File: src/rtl/ahb_apb_wrap_bridge.sv
// ---------------------------------------------------------------------------
// ahb_apb_wrap_bridge
//
// AHB-Lite slave to APB master bridge for SINGLE and WRAP4/8/16 word bursts.
// Each accepted AHB beat becomes one APB SETUP/ACCESS transfer. Beat
// addresses after the first one come from an internal wrap counter, so
// Haddr is only looked at on NONSEQ.
//
// Handshake: an AHB address phase is taken on a rising edge where
// Hreadyout=1, Hsel=1 and Htrans is NONSEQ/SEQ. Hreadyout then stays low
// until the APB completer finishes ACCESS with Pready=1. Pready is only
// looked at in ACCESS.
//
// Ports
//   Hclk, Hresetn        clock, asynchronous active-low reset
//   Hsel, Htrans, Haddr  AHB address phase (select, transfer type, address)
//   Hwrite, Hburst       AHB direction and burst type
//   Hwdata               AHB write data (sampled in the WDATA cycle)
//   Pready, Prdata       APB completer response
//   Hreadyout            1 = bridge idle, next address phase may be taken
//   Psel, Penable        APB control
//   Pwrite, Paddr, Pdata APB direction, address, write data
//   rdata_temp           last completed APB read data (AHB read data)
// ---------------------------------------------------------------------------
module ahb_apb_wrap_bridge (
    input  logic        Hclk,
    input  logic        Hresetn,
    input  logic        Hsel,
    input  logic [1:0]  Htrans,
    input  logic [31:0] Haddr,
    input  logic        Hwrite,
    input  logic [1:0]  Hburst,
    input  logic [31:0] Hwdata,
    input  logic        Pready,
    input  logic [31:0] Prdata,
    output logic        Hreadyout,
    output logic        Psel,
    output logic        Penable,
    output logic        Pwrite,
    output logic [31:0] Paddr,
    output logic [31:0] Pdata,
    output logic [31:0] rdata_temp
);

    // BUSY (2'b01) needs no decode: it starts nothing and keeps the burst.
    localparam logic [1:0] TRANS_IDLE   = 2'b00;
    localparam logic [1:0] TRANS_NONSEQ = 2'b10;
    localparam logic [1:0] TRANS_SEQ    = 2'b11;

    localparam logic [1:0] BURST_SINGLE = 2'b00;
    localparam logic [1:0] BURST_WRAP4  = 2'b01;
    localparam logic [1:0] BURST_WRAP8  = 2'b10;
    localparam logic [1:0] BURST_WRAP16 = 2'b11;

    typedef enum logic [1:0] {
        ST_IDLE   = 2'd0,
        ST_WDATA  = 2'd1,
        ST_SETUP  = 2'd2,
        ST_ACCESS = 2'd3
    } state_t;

    state_t      state;
    state_t      state_next;

    // Burst context
    logic [1:0]  burst_type;
    logic        burst_active;
    logic [3:0]  beat_cnt;      // index of the current beat within the burst

    logic        addr_phase;
    logic        start_nonseq;
    logic        start_seq;
    logic        clear_ctx;
    logic [31:0] wrap_mask;
    logic [3:0]  last_beat;
    logic [3:0]  beat_cnt_inc;
    logic [31:0] next_addr;

    // Address phases are only observed while the bridge is idle.
    assign addr_phase   = (state == ST_IDLE) && Hsel;
    assign start_nonseq = addr_phase && (Htrans == TRANS_NONSEQ);
    // A SEQ outside an active burst is dropped.
    assign start_seq    = addr_phase && (Htrans == TRANS_SEQ) && burst_active;
    assign clear_ctx    = (state == ST_IDLE) && (!Hsel || (Htrans == TRANS_IDLE));

    always_comb begin
        wrap_mask = 32'h0000_0000;
        last_beat = 4'd0;
        case (burst_type)
            BURST_WRAP4: begin
                wrap_mask = 32'h0000_000F;
                last_beat = 4'd3;
            end
            BURST_WRAP8: begin
                wrap_mask = 32'h0000_001F;
                last_beat = 4'd7;
            end
            BURST_WRAP16: begin
                wrap_mask = 32'h0000_003F;
                last_beat = 4'd15;
            end
            default: begin
                wrap_mask = 32'h0000_0000;
                last_beat = 4'd0;
            end
        endcase
    end

    // Increment inside the wrap window, keep the bits above it.
    assign next_addr    = (Paddr & ~wrap_mask) | ((Paddr + 32'd4) & wrap_mask);
    assign beat_cnt_inc = beat_cnt + 4'd1;

    // ------------------------------------------------------------------
    // FSM
    // ------------------------------------------------------------------
    always_ff @(posedge Hclk or negedge Hresetn) begin
        if (!Hresetn) begin
            state <= ST_IDLE;
        end else begin
            state <= state_next;
        end
    end

    always_comb begin
        state_next = state;
        Hreadyout  = 1'b0;
        Psel       = 1'b0;
        Penable    = 1'b0;
        case (state)
            ST_IDLE: begin
                Hreadyout = 1'b1;
                // SEQ beats follow the direction latched by their NONSEQ.
                if (start_nonseq) begin
                    state_next = Hwrite ? ST_WDATA : ST_SETUP;
                end else if (start_seq) begin
                    state_next = Pwrite ? ST_WDATA : ST_SETUP;
                end
            end
            ST_WDATA: begin
                state_next = ST_SETUP;
            end
            ST_SETUP: begin
                Psel       = 1'b1;
                state_next = ST_ACCESS;
            end
            ST_ACCESS: begin
                Psel    = 1'b1;
                Penable = 1'b1;
                if (Pready) begin
                    state_next = ST_IDLE;
                end
            end
            default: begin
                state_next = ST_IDLE;
            end
        endcase
    end

    // ------------------------------------------------------------------
    // Burst context
    // ------------------------------------------------------------------
    always_ff @(posedge Hclk or negedge Hresetn) begin
        if (!Hresetn) begin
            burst_type   <= BURST_SINGLE;
            burst_active <= 1'b0;
            beat_cnt     <= 4'd0;
        end else if (start_nonseq) begin
            burst_type   <= Hburst;
            burst_active <= (Hburst != BURST_SINGLE);
            beat_cnt     <= 4'd0;
        end else if (start_seq) begin
            beat_cnt <= beat_cnt_inc;
            if (beat_cnt_inc == last_beat) begin
                burst_active <= 1'b0;
            end
        end else if (clear_ctx) begin
            burst_type   <= BURST_SINGLE;
            burst_active <= 1'b0;
            beat_cnt     <= 4'd0;
        end
    end

    // ------------------------------------------------------------------
    // APB address/data path; everything holds between transfers.
    // ------------------------------------------------------------------
    always_ff @(posedge Hclk or negedge Hresetn) begin
        if (!Hresetn) begin
            Paddr  <= 32'h0;
            Pwrite <= 1'b0;
        end else if (start_nonseq) begin
            Paddr  <= Haddr;
            Pwrite <= Hwrite;
        end else if (start_seq) begin
            Paddr  <= next_addr;
        end
    end

    // Hwdata is the data phase of the beat just accepted.
    always_ff @(posedge Hclk or negedge Hresetn) begin
        if (!Hresetn) begin
            Pdata <= 32'h0;
        end else if (state == ST_WDATA) begin
            Pdata <= Hwdata;
        end
    end

    always_ff @(posedge Hclk or negedge Hresetn) begin
        if (!Hresetn) begin
            rdata_temp <= 32'h0;
        end else if ((state == ST_ACCESS) && Pready && !Pwrite) begin
            rdata_temp <= Prdata;
        end
    end

endmodule

File: config.mk
export PLATFORM = sky130hd
export DESIGN_NAME = ahb_apb_wrap_bridge
export DESIGN_NICKNAME = d
export VERILOG_FILES = /design/src/rtl/ahb_apb_wrap_bridge.sv
export SDC_FILE = /design/constraint.sdc
export NUM_CORES = 1
export LEC_CHECK = 0
export BUFFER_PORTS_ARGS = -buffer_cell sky130_fd_sc_hd__clkbuf_2
export CAP_MARGIN = 20
export CORE_MARGIN = 2
export CORE_UTILIZATION = 45
export DETAILED_ROUTE_END_ITERATION = 6
export GPL_ROUTABILITY_DRIVEN = 0
export HOLD_SLACK_MARGIN = 0.15
export PLACE_DENSITY_LB_ADDON = 0.05
export REMOVE_ABC_BUFFERS = 1
export SETUP_SLACK_MARGIN = 0.1
export SLEW_MARGIN = 20
export SYNTH_ARGS = -nofsm -noshare
export SYNTH_HDL_FRONTEND = slang
export SYNTH_SLANG_ARGS = --single-unit
export TNS_END_PERCENT = 100
File: constraint.sdc
create_clock -name Hclk -period 4 [get_ports Hclk]
set_clock_uncertainty 0.1 [all_clocks]
set_input_delay 0.2 -clock Hclk [delete_from_list [all_inputs] [get_ports Hclk]]
set_output_delay 0.2 -clock Hclk [all_outputs]
set_load 0.03 [all_outputs]
==> flow_metrics.env, run 1 <==
export IMPL_insertion_delay_ns=0.34
export IMPL_port_buffers=204
export IMPL_grt_ovfl_total=0
export IMPL_clk_pin_slew_ns=0.09
export IMPL_worst_hold_path_type="primary input to register"
export IMPL_cpPeakStageDelay_ns=0.49
export IMPL_ys_ff_latch=106
export IMPL_synthFlopType="dfrtp_1"
export IMPL_grt_pass1_vias=3655
export IMPL_layout_commonest_cell="clkbuf_2"
export IMPL_finalSetupViolations=0
export IMPL_grt_pass1_wl_um=17300
export IMPL_synth_distinct_cells=37
export IMPL_tritoncts="done"
export IMPL_crit_type="register to register"
export IMPL_worst_ep_required_time_ns=4.18
export IMPL_synth_avg_cell_area_um2=12.3
export IMPL_coreArea_um2=9200
export IMPL_cp_end_kind="register"
export IMPL_postSynthCellCount=345
export IMPL_ios=205
export IMPL_rrSetupSlack_ns=1.64
export IMPL_drt_iter0_drc=69
export IMPL_synthArstFlopShare=1.00
export IMPL_ant_nets=0
export IMPL_first_pass_iters=4
export IMPL_r2r_cells=6
export IMPL_status="complete, no violations"
export IMPL_grt_use_total=0.212
export IMPL_syn_to_final_growth_pct=55.0
export IMPL_antenna_found_initial=0
export IMPL_drive_gt1_frac=0.445
export IMPL_p_per_area_nw_per_um2=782
export IMPL_cts_sinks=106
export IMPL_avgViaCountPerCell=4.68
export IMPL_dp_cells=650
export IMPL_via_count=3593
export IMPL_path_max_fanout=15
export IMPL_startpoint="state[0]"
export IMPL_num_antenna_cells=0
export IMPL_post_dp_cell_area_um2=5400
export IMPL_clockRootBuffer="clkbuf_8"
export IMPL_min_to="burst_type[1]"
export IMPL_slew_viol_final=0
export IMPL_worstPathCellList="inv_1, ha_1, and4b_1, mux2_4, or4_1, nand3_1"
export IMPL_finalCritPeriodShare=0.590
export IMPL_max_freq_mhz=424
export IMPL_synth_edff_count=0
export IMPL_ys_warn_count=0
export IMPL_numCtsBuffers=9
export IMPL_worstMarginPinSlew_ns=0.677
export IMPL_fin_nets=762
export IMPL_post_cts_resized=0
export IMPL_grt_max_degree=56
export IMPL_fp_dieW_um=101
export IMPL_fp_dieArea_um2=10300
export IMPL_final_cell_area_um2=6610
export IMPL_leakagePower_nw=3.40
export IMPL_slowest_stage="or4_1"
export IMPL_place_hpwl_um=7200
export IMPL_tns_ns=0
export IMPL_rsz0062_at_grt="false"
export IMPL_critPathArrivalTime_ns=2.54
export IMPL_drc=0
export IMPL_timing_rr_start="state[0]"
export IMPL_max_vdd_ir_drop_v=0.000399
export IMPL_hp_start="Htrans[0]"
export IMPL_hold_path_depth=4
export IMPL_htreeDepth=3
export IMPL_cap_violations=0
export IMPL_chipHeight_um=101
export IMPL_wl_per_cell_um=14.4
export IMPL_synth_seq_area_share=0.623
export IMPL_final_cell_mix="clkbuf_2 (203), dfrtp_1 (106), dlygate4sd3_1 (101)"
export IMPL_slew_limit_headroom=0.549
export IMPL_synth_area_um2=4260
export IMPL_min_period_ns=2.36
export IMPL_cts_max_path_buffers=2
export IMPL_totalWireLength_um=11000
export IMPL_hold_viol=0
export IMPL_start_util=0.463
export IMPL_fp_row_count=35
export IMPL_rr_endpoint="state[1]"
export IMPL_fillers=660
export IMPL_crit_path_start_kind="register"
export IMPL_instances_no_fill=767
-- how the worst max path moves through the flow --
stage	endpoint	slack [ns]	depth (start not counted)
2_1_floorplan	state[1]	1.02	6
3_3_place_gp	state[1]	1.75	6
3_5_place_dp	state[1]	1.64	6
4_1_cts	state[1]	1.63	6
5_1_grt	state[1]	1.49	6
6_report	state[1]	1.64	6
-- area by class of cell --
class,instances,area [um2],share of cell area
timing repair buffer,311,2080,0.315
clock inverter,5,62.6,0.00947
tap,111,139,0.0210
multi-input combinational,219,1530,0.231
sequential,106,2650,0.402
clock buffer,11,131,0.0199
inverter,4,15.0,0.00227
-- Yosys cell counts (all sizes together), types with 4 or more instances --
cell type  count  area, um2
a21oi          5       25.0
buf            5       26.3
clkbuf        11       41.3
dfrtp        106       2650
ha             6       75.1
inv            4       15.0
mux2          65        736
nand2         94        353
nand3          4       20.0
o21ai          6       30.0
xor2           4       35.0
-- worst max-delay path, delay by kind of cell (launching register included) --
kind          cells  cell delay, ns
mux               1            0.32
flops             1            0.43
simple gates      3            0.89
buf+inv           1            0.10
fa+ha+maj         1            0.45
-- repair_timing --
action                    4_1_cts  5_1_grt
hold endpoints to repair      153        0
hold buffers                  101        0
buffers inserted                0        0
-- per-layer routing --
layer / up-vias / track usage / routed length (um)
li1: 1763 / - / -
met1: 1694 / 0.264 / 4650
met2: 123 / 0.379 / 5610
met3: 13 / 0.0359 / 611
met4: 0 / 0.0655 / 145
met5: - / 0 / 0
-- through the flow --
step / hold slack [ns] / setup slack, ns / utilization / power [W]
after floorplan: -0.196 / 1.02 / - / 0.00364
after global placement: 0.191 / 1.75 / 0.587 / 0.00439
after detailed placement: 0.184 / 1.64 / 0.587 / 0.00446
after CTS: 0.210 / 1.63 / 0.718 / 0.00519
after global routing: 0.252 / 1.49 / 0.718 / 0.00547
final: 0.227 / 1.64 / 0.718 / 0.00516
-- sequential cells by signal, summed over array words and instances, names as in the netlist, named ones only --
name / cells
Paddr: 27
rdata_temp: 32
Pdata: 32
Pwrite: 1
state: 2
burst_active: 1
burst_type: 2
beat_cnt: 4
-- power by group --
part / total, W / switching [W] / leakage (nW) / internal (W)
registers: 0.00187 / 0.000288 / 1.29 / 0.00159
logic: 0.00265 / 0.00171 / 2.02 / 0.000932
clock network: 0.000646 / 0.000352 / 0.0901 / 0.000294
total: 0.00516 / 0.00235 / 3.40 / 0.00281
-- cells by family after synthesis --
family	after synthesis	synth area share
and+or+nand+nor	121	0.123
xor gates and xnor gates	7	0.0144
AOI/OAI and AO/OA	20	0.0300
muxes	65	0.173
DFF	106	0.623
adders and majority gates	6	0.0176
buffers and inverters	20	0.0194
(Power assumes the default switching activity.)
==> run 2, diff against run 1 <==
CORE_UTILIZATION = 42   (was 45)
clock period = 1.9 ns   (was 4 ns; I/O delays follow)
==> run 2 against run 1 <==
  * The run now ends with negative setup slack left
  * Count of clock-buffer cells in the layout unchanged
  * Global-route usage is 0.72 points higher
  * Power grew 120%
  * Clock power is 130% higher
  * Die area grew 6.9%
  * Register-to-register slack lost 1.6 ns
  * Fmax increased by 24%
  * Largest power group unchanged
==> flow_metrics.env, run 2 (same netlist as run 1, synthesis figures left out) <==
export IMPL_fin_ws_ns=-0.000916
export IMPL_cp_top_family="simple AND/OR/NAND/NOR gates"
export IMPL_wl_per_cell_um=14.7
export IMPL_grt_use_total=0.220
export IMPL_slowest_stage="or4_4"
export IMPL_reg_top3="Pdata: 32 flops, rdata_temp: 32 flops, Paddr: 27 flops"
export IMPL_worstPathCellList="inv_2, ha_4, and4b_1, mux2_4, or4_4, nand3_2"
export IMPL_port_buffers=204
export IMPL_final_core_util=0.700
export IMPL_drive_gt1_frac=0.460
export IMPL_avgViaCountPerCell=4.69
export IMPL_finalCritPeriodShare=1.00
export IMPL_syn_to_final_growth_pct=61.4
export IMPL_finalSetupViolations=1
export IMPL_ctsHoldBuffers=107
export IMPL_critical_path_buf_inv_count=1
export IMPL_htreeDepth=3
export IMPL_grt_pass1_vias=3988
export IMPL_fp_dieArea_um2=11000
export IMPL_cap_violations=0
export IMPL_worst_hold_path_type="primary input to asynchronous set/reset pin"
export IMPL_crit_type="register to register"
export IMPL_start_util=0.434
export IMPL_clockRootBuffer="clkbuf_8"
export IMPL_antenna_found_initial=0
export IMPL_coreArea_um2=9820
export IMPL_numCtsBuffers=9
export IMPL_path_max_fanout=2
export IMPL_fin_nets=775
export IMPL_drc=0
export IMPL_chipHeight_um=105
export IMPL_place_hpwl_um=7180
export IMPL_min_period_ns=1.90
export IMPL_worstMarginPinSlew_ns=0.462
export IMPL_grt_max_degree=37
export IMPL_fp_row_count=36
export IMPL_violations="negative setup slack"
export IMPL_cts_sinks=106
export IMPL_grt_pass1_wl_um=19300
export IMPL_final_cell_mix="clkbuf_2 (202), dlygate4sd3_1 (107), dfrtp_1 (106)"
export IMPL_max_vdd_ir_drop_v=0.000977
export IMPL_instances_no_fill=802
export IMPL_first_pass_iters=6
export IMPL_insertion_delay_ns=0.36
export IMPL_status="finished, violations left"
export IMPL_place_ws_ns=-0.0268
export IMPL_fp_dieW_um=105
export IMPL_totalWireLength_um=11800
export IMPL_crit_path_start_kind="register"
export IMPL_rsz0062_at_grt="true"
export IMPL_leakagePower_nw=3.50
export IMPL_hold_viol=0
export IMPL_ant_nets=0
export IMPL_num_antenna_cells=0
export IMPL_layout_commonest_cell="clkbuf_2"
export IMPL_critPathArrivalTime_ns=2.10
export IMPL_grt_ovfl_total=0
export IMPL_ios=205
export IMPL_p_per_area_nw_per_um2=1650
export IMPL_dp_cells=675
export IMPL_max_freq_mhz=526
export IMPL_slew_limit_headroom=0.689
export IMPL_via_count=3762
export IMPL_tritoncts="done"
export IMPL_drt_iter0_drc=121
export IMPL_cts_max_path_buffers=2
export IMPL_slew_viol_final=0
export IMPL_worst_ep_required_time_ns=2.10
export IMPL_cp_end_kind="register"
export IMPL_clk_pin_slew_ns=0.10
export IMPL_cpPeakStageDelay_ns=0.51
export IMPL_hold_ws_ns=0.128
-- run 2: cell types whose count changed in the layout (fill, tap and decap cells not counted), sizes merged --
cell,previous run,this run
buf,7,15
bufinv,1,2
clkbuf,214,213
clkinv,1,3
clkinvlp,2,0
dlygate4sd3,101,107
inv,5,4
-- run 2: stage by stage --
step / cell area (um2) / total power, W / TNS (ns)
final: 6870 / 0.0113 / -0.000916
after global routing: 6870 / 0.0120 / -0.0753
after CTS: 6830 / 0.0112 / 0
after detailed placement: 5500 / 0.00946 / -0.0268
after global placement: 5500 / 0.00935 / 0
after floorplan: 4190 / 0.00767 / -33.46
-- run 2: worst register-to-register path: stages (launching register included) --
cell and delay, ns:
dfrtp_1 0.40, inv_2 0.08, ha_4 0.13, and4b_1 0.23, mux2_4 0.31, or4_4 0.51, nand3_2 0.07
-- run 2: power breakdown --
| group | switching (W) | internal (W) |
|---|---|---|
| sequential | 0.000602 | 0.00334 |
| clock | 0.000735 | 0.000742 |
| combinational | 0.00373 | 0.00220 |
| total | 0.00507 | 0.00628 |
-- run 2: area by class of cell --
cell class                      count  area (um2)
Inverter                            4        15.0
Tap cell                          133         166
Fill cell                         735        2950
Clock inverter                      5        78.8
Timing Repair Buffer              324        2260
Sequential cell                   106        2650
Clock buffer                       11         131
Multi-Input combinational cell    219        1570
-- run 2: final timing paths --
kind | cells after the start | slack, ns | start | end
max | 6 | -0.0009 | state[1] | state[1]
min | 2 | 0.13 | Hresetn | Pdata[11]
max reg2reg | 6 | -0.0009 | state[1] | state[1]
min reg2reg | 2 | 0.38 | Paddr[10] | Paddr[10]
max in group asynchronous | 3 | 0.46 | Hresetn | Pdata[15]
min in group Hclk | 4 | 0.36 | Haddr[6] | Paddr[6]
-- run 2: layer usage --
layer  vias up  routed length, um  GRT usage  share of wire
met3        15                660     0.0524          0.056
li1       1791                  -          -              -
met1      1829               4900      0.269           0.41
met2       127               6100      0.388           0.52
met5         -                  0          0              0
met4         0                152     0.0600          0.013
-- run 2: repair_timing --
| item | in CTS | in global routing |
|---|---|---|
| endpoints found under the hold margin | 208 | 25 |
| setup buffers | 3 | 1 |
| pin swaps | 3 | 1 |
| gates resized for setup | 7 | 9 |
| endpoints found under the setup margin | 2 | 20 |
==> run 3, diff against run 2 <==
BUFFER_PORTS_ARGS = unset   (was -buffer_cell sky130_fd_sc_hd__clkbuf_2)
CAP_MARGIN = unset   (was 20)
CORE_UTILIZATION = 45   (was 42)
DONT_BUFFER_PORTS = 1   (was unset)
SETUP_SLACK_MARGIN = 0.15   (was 0.1)
==> run 3 against run 2 <==
  * The run now fails in clock tree synthesis
  * Synthesized area is the same
  * Synthesized cell count stayed put
==> flow_metrics.env, run 3 <==
export IMPL_synth_avg_cell_area_um2=12.3
export IMPL_clockRootBuffer="clkbuf_8"
export IMPL_synth_seq_area_share=0.623
export IMPL_status="stopped before the end"
export IMPL_lastStage="clock tree synthesis"
export IMPL_post_cts_resized=7
export IMPL_post_cts_buffers=4
export IMPL_synth_common_cells="dfrtp_1 (106), nand2_1 (94), mux2_2 (64), clkbuf_1 (11)"
export IMPL_fp_row_count=35
export IMPL_synth_area_um2=4260
export IMPL_place_hpwl_um=6130
export IMPL_ys_ff_latch=106
export IMPL_start_util=0.463
export IMPL_htreeDepth=3
export IMPL_synth_distinct_cells=37
export IMPL_ctsHoldBuffers=101
export IMPL_synthArstFlopShare=1.00
export IMPL_ios=205
export IMPL_chipHeight_um=101
export IMPL_synthFlopType="dfrtp_1"
export IMPL_yosys_area_top_type="dfrtp_1"
export IMPL_fp_dieW_um=101
export IMPL_postSynthCellCount=345
export IMPL_ys_warn_count=0
export IMPL_synth_top_cell_area_share=0.623
export IMPL_synth_edff_count=0
export IMPL_synthTopCellsByArea="dfrtp_1 (62%), mux2_2 (17%), nand2_1 (8.3%)"
export IMPL_port_buffers=0
export IMPL_cts_max_path_buffers=2
export IMPL_tool_error="[ERROR RSZ-0060] Max buffer count reached."
export IMPL_cts_sinks=106
export IMPL_synth_most_common_cell="dfrtp_1"
export IMPL_numCtsBuffers=9
[run 3: cell counts after synthesis]
Identical to the previous run, type by type.
[run 3: metrics by stage]
| step | utilization | cells | setup TNS, ns | worst slack, ns | cell area (um2) |
|---|---|---|---|---|---|
| 2_1_floorplan | - | 329 | -33.46 | -1.08 | 4190 |
| 3_3_place_gp | 0.487 | 454 | -0.00466 | -0.00466 | 4470 |
| 3_5_place_dp | 0.487 | 454 | -0.0288 | -0.0288 | 4470 |
[run 3: logic make-up after synthesis]
family | share of synthesized area
AOI/OAI and AO/OA | 0.0300
xor gates and xnor gates | 0.0144
adders and majority gates | 0.0176
buffers and inverters | 0.0194
DFF | 0.623
muxes | 0.173
and+or+nand+nor | 0.123
==> run 4, diff against run 3 <==
CORE_UTILIZATION = 30   (was 45)
HOLD_SLACK_MARGIN = unset   (was 0.15)
PLACE_DENSITY_LB_ADDON = 0.15   (was 0.05)
SETUP_SLACK_MARGIN = unset   (was 0.15)
clock period = 2.5 ns   (was 1.9 ns; I/O delays follow)
==> run 4 against run 3 <==
  * The flow now finishes, with violations (negative hold slack)
==> flow_metrics.env, run 4 (same netlist as run 1, synthesis figures left out) <==
export IMPL_status="finished, violations left"
export IMPL_violations="negative hold slack"
export IMPL_fp_dieW_um=123
export IMPL_worst_hold_path_type="primary input to asynchronous set/reset pin"
export IMPL_post_cts_buffers=0
export IMPL_totalWireLength_um=9880
export IMPL_crit_path_start_kind="register"
export IMPL_fp_row_count=43
export IMPL_critPathArrivalTime_ns=2.37
export IMPL_avgViaCountPerCell=4.52
export IMPL_fp_dieArea_um2=15200
export IMPL_first_pass_iters=4
export IMPL_max_freq_mhz=448
export IMPL_hold_ws_ns=-0.637
export IMPL_finalCritPeriodShare=0.893
export IMPL_layout_commonest_cell="dfrtp_1"
export IMPL_leakagePower_nw=2.61
export IMPL_ios=205
export IMPL_rrSetupSlack_ns=0.27
export IMPL_place_hpwl_um=6420
export IMPL_drt_iter0_drc=39
export IMPL_ctsHoldBuffers=102
export IMPL_start_util=0.307
export IMPL_reg_top3="Pdata: 32 flops, rdata_temp: 32 flops, Paddr: 27 flops"
export IMPL_cpPeakStageDelay_ns=0.55
export IMPL_cap_violations=0
export IMPL_drive_gt1_frac=0.196
export IMPL_worst_ep_required_time_ns=2.64
export IMPL_rsz0062_at_grt="false"
export IMPL_grt_pass1_wl_um=14700
export IMPL_insertion_delay_ns=0.35
export IMPL_final_cell_area_um2=5790
export IMPL_worstMarginPinSlew_ns=0.489
export IMPL_max_vdd_ir_drop_v=0.000534
export IMPL_drc=0
export IMPL_chipHeight_um=123
export IMPL_numCtsBuffers=9
export IMPL_port_buffers=0
export IMPL_grt_max_degree=107
export IMPL_cts_max_path_buffers=2
export IMPL_dp_cells=515
export IMPL_coreArea_um2=13900
export IMPL_fin_nets=559
export IMPL_finalSetupViolations=0
export IMPL_wl_per_cell_um=15.6
export IMPL_post_cts_resized=0
export IMPL_htreeDepth=3
export IMPL_p_per_area_nw_per_um2=1350
export IMPL_slowest_stage="dlygate4sd3_1"
export IMPL_syn_to_final_growth_pct=36.0
export IMPL_final_cell_mix="dfrtp_1 (106), dlygate4sd3_1 (102), nand2_1 (94)"
export IMPL_slew_viol_final=0
export IMPL_clockRootBuffer="clkbuf_16"
export IMPL_path_max_fanout=36
export IMPL_clk_pin_slew_ns=0.07
export IMPL_cp_end_kind="register"
export IMPL_slew_limit_headroom=0.670
export IMPL_crit_type="register to register"
export IMPL_post_dp_cell_area_um2=4460
export IMPL_cts_sinks=106
export IMPL_fillers=1290
export IMPL_ant_nets=0
export IMPL_grt_pass1_vias=3046
export IMPL_grt_use_total=0.127
export IMPL_min_period_ns=2.23
export IMPL_worstPathCellList="inv_1, ha_1, and4b_1, buf_4, a22o_1, dlygate4sd3_1"
export IMPL_instances_no_fill=634
export IMPL_grt_ovfl_total=0
export IMPL_via_count=2866
export IMPL_hold_viol=106
export IMPL_tritoncts="done"
export IMPL_antenna_found_initial=1
run 4: layout make-up:
cell class,count,area [um2],area share
clock buffer,11,243,0.0419
timing repair buffer,108,1070,0.184
tap,180,225,0.0389
sequential,106,2650,0.458
multi-input combinational,219,1530,0.263
antenna,1,2.50,0.000432
inverter,4,15.0,0.00259
clock inverter,5,63.8,0.0110
run 4: where the power goes:
group	internal [W]	switching [W]
registers	0.00252	0.00223
clock network	0.000810	0.000629
logic	0.000934	0.000685
run 4: final timing paths:
| check | endpoint | cells after the start | from |
|---|---|---|---|
| min | Pdata[20] | 0 | Hresetn |
| max reg2reg | burst_type[1] | 6 | state[1] |
| min reg2reg | beat_cnt[3] | 2 | beat_cnt[3] |
| min in group Hclk | state[1] | 3 | Htrans[1] |
| max | burst_type[1] | 6 | state[1] |
| max in group asynchronous | Paddr[10] | 0 | Hresetn |
run 4: per-layer routing:
metal	track usage	wire length, um
met5	0	0
met4	0.0632	175
met3	0.0558	1180
met2	0.205	4460
met1	0.142	4060
run 4: critical path, delay by kind of cell, from the launching register on:
| kind | cells | cell delay, ns |
|---|---|---|
| AO/OA/AOI/OAI | 1 | 0.26 |
| AND/OR/NAND/NOR | 1 | 0.23 |
| buffers and inverters | 3 | 0.89 |
| adder cells (fa/ha/maj) | 1 | 0.20 |
| flip-flops | 1 | 0.43 |
run 4: metrics by stage:
step	util	total power [W]	setup WS [ns]	hold WS (ns)	TNS, ns
after floorplan	-	0.00583	-0.480	-0.271	-0.741
after global placement	0.322	0.00625	0.551	-0.268	0
after detailed placement	0.322	0.00630	0.491	-0.268	0
after CTS	0.417	0.00790	0.262	-0.654	0
after global routing	0.417	0.00826	0.134	-0.659	0
final	0.417	0.00781	0.267	-0.637	0
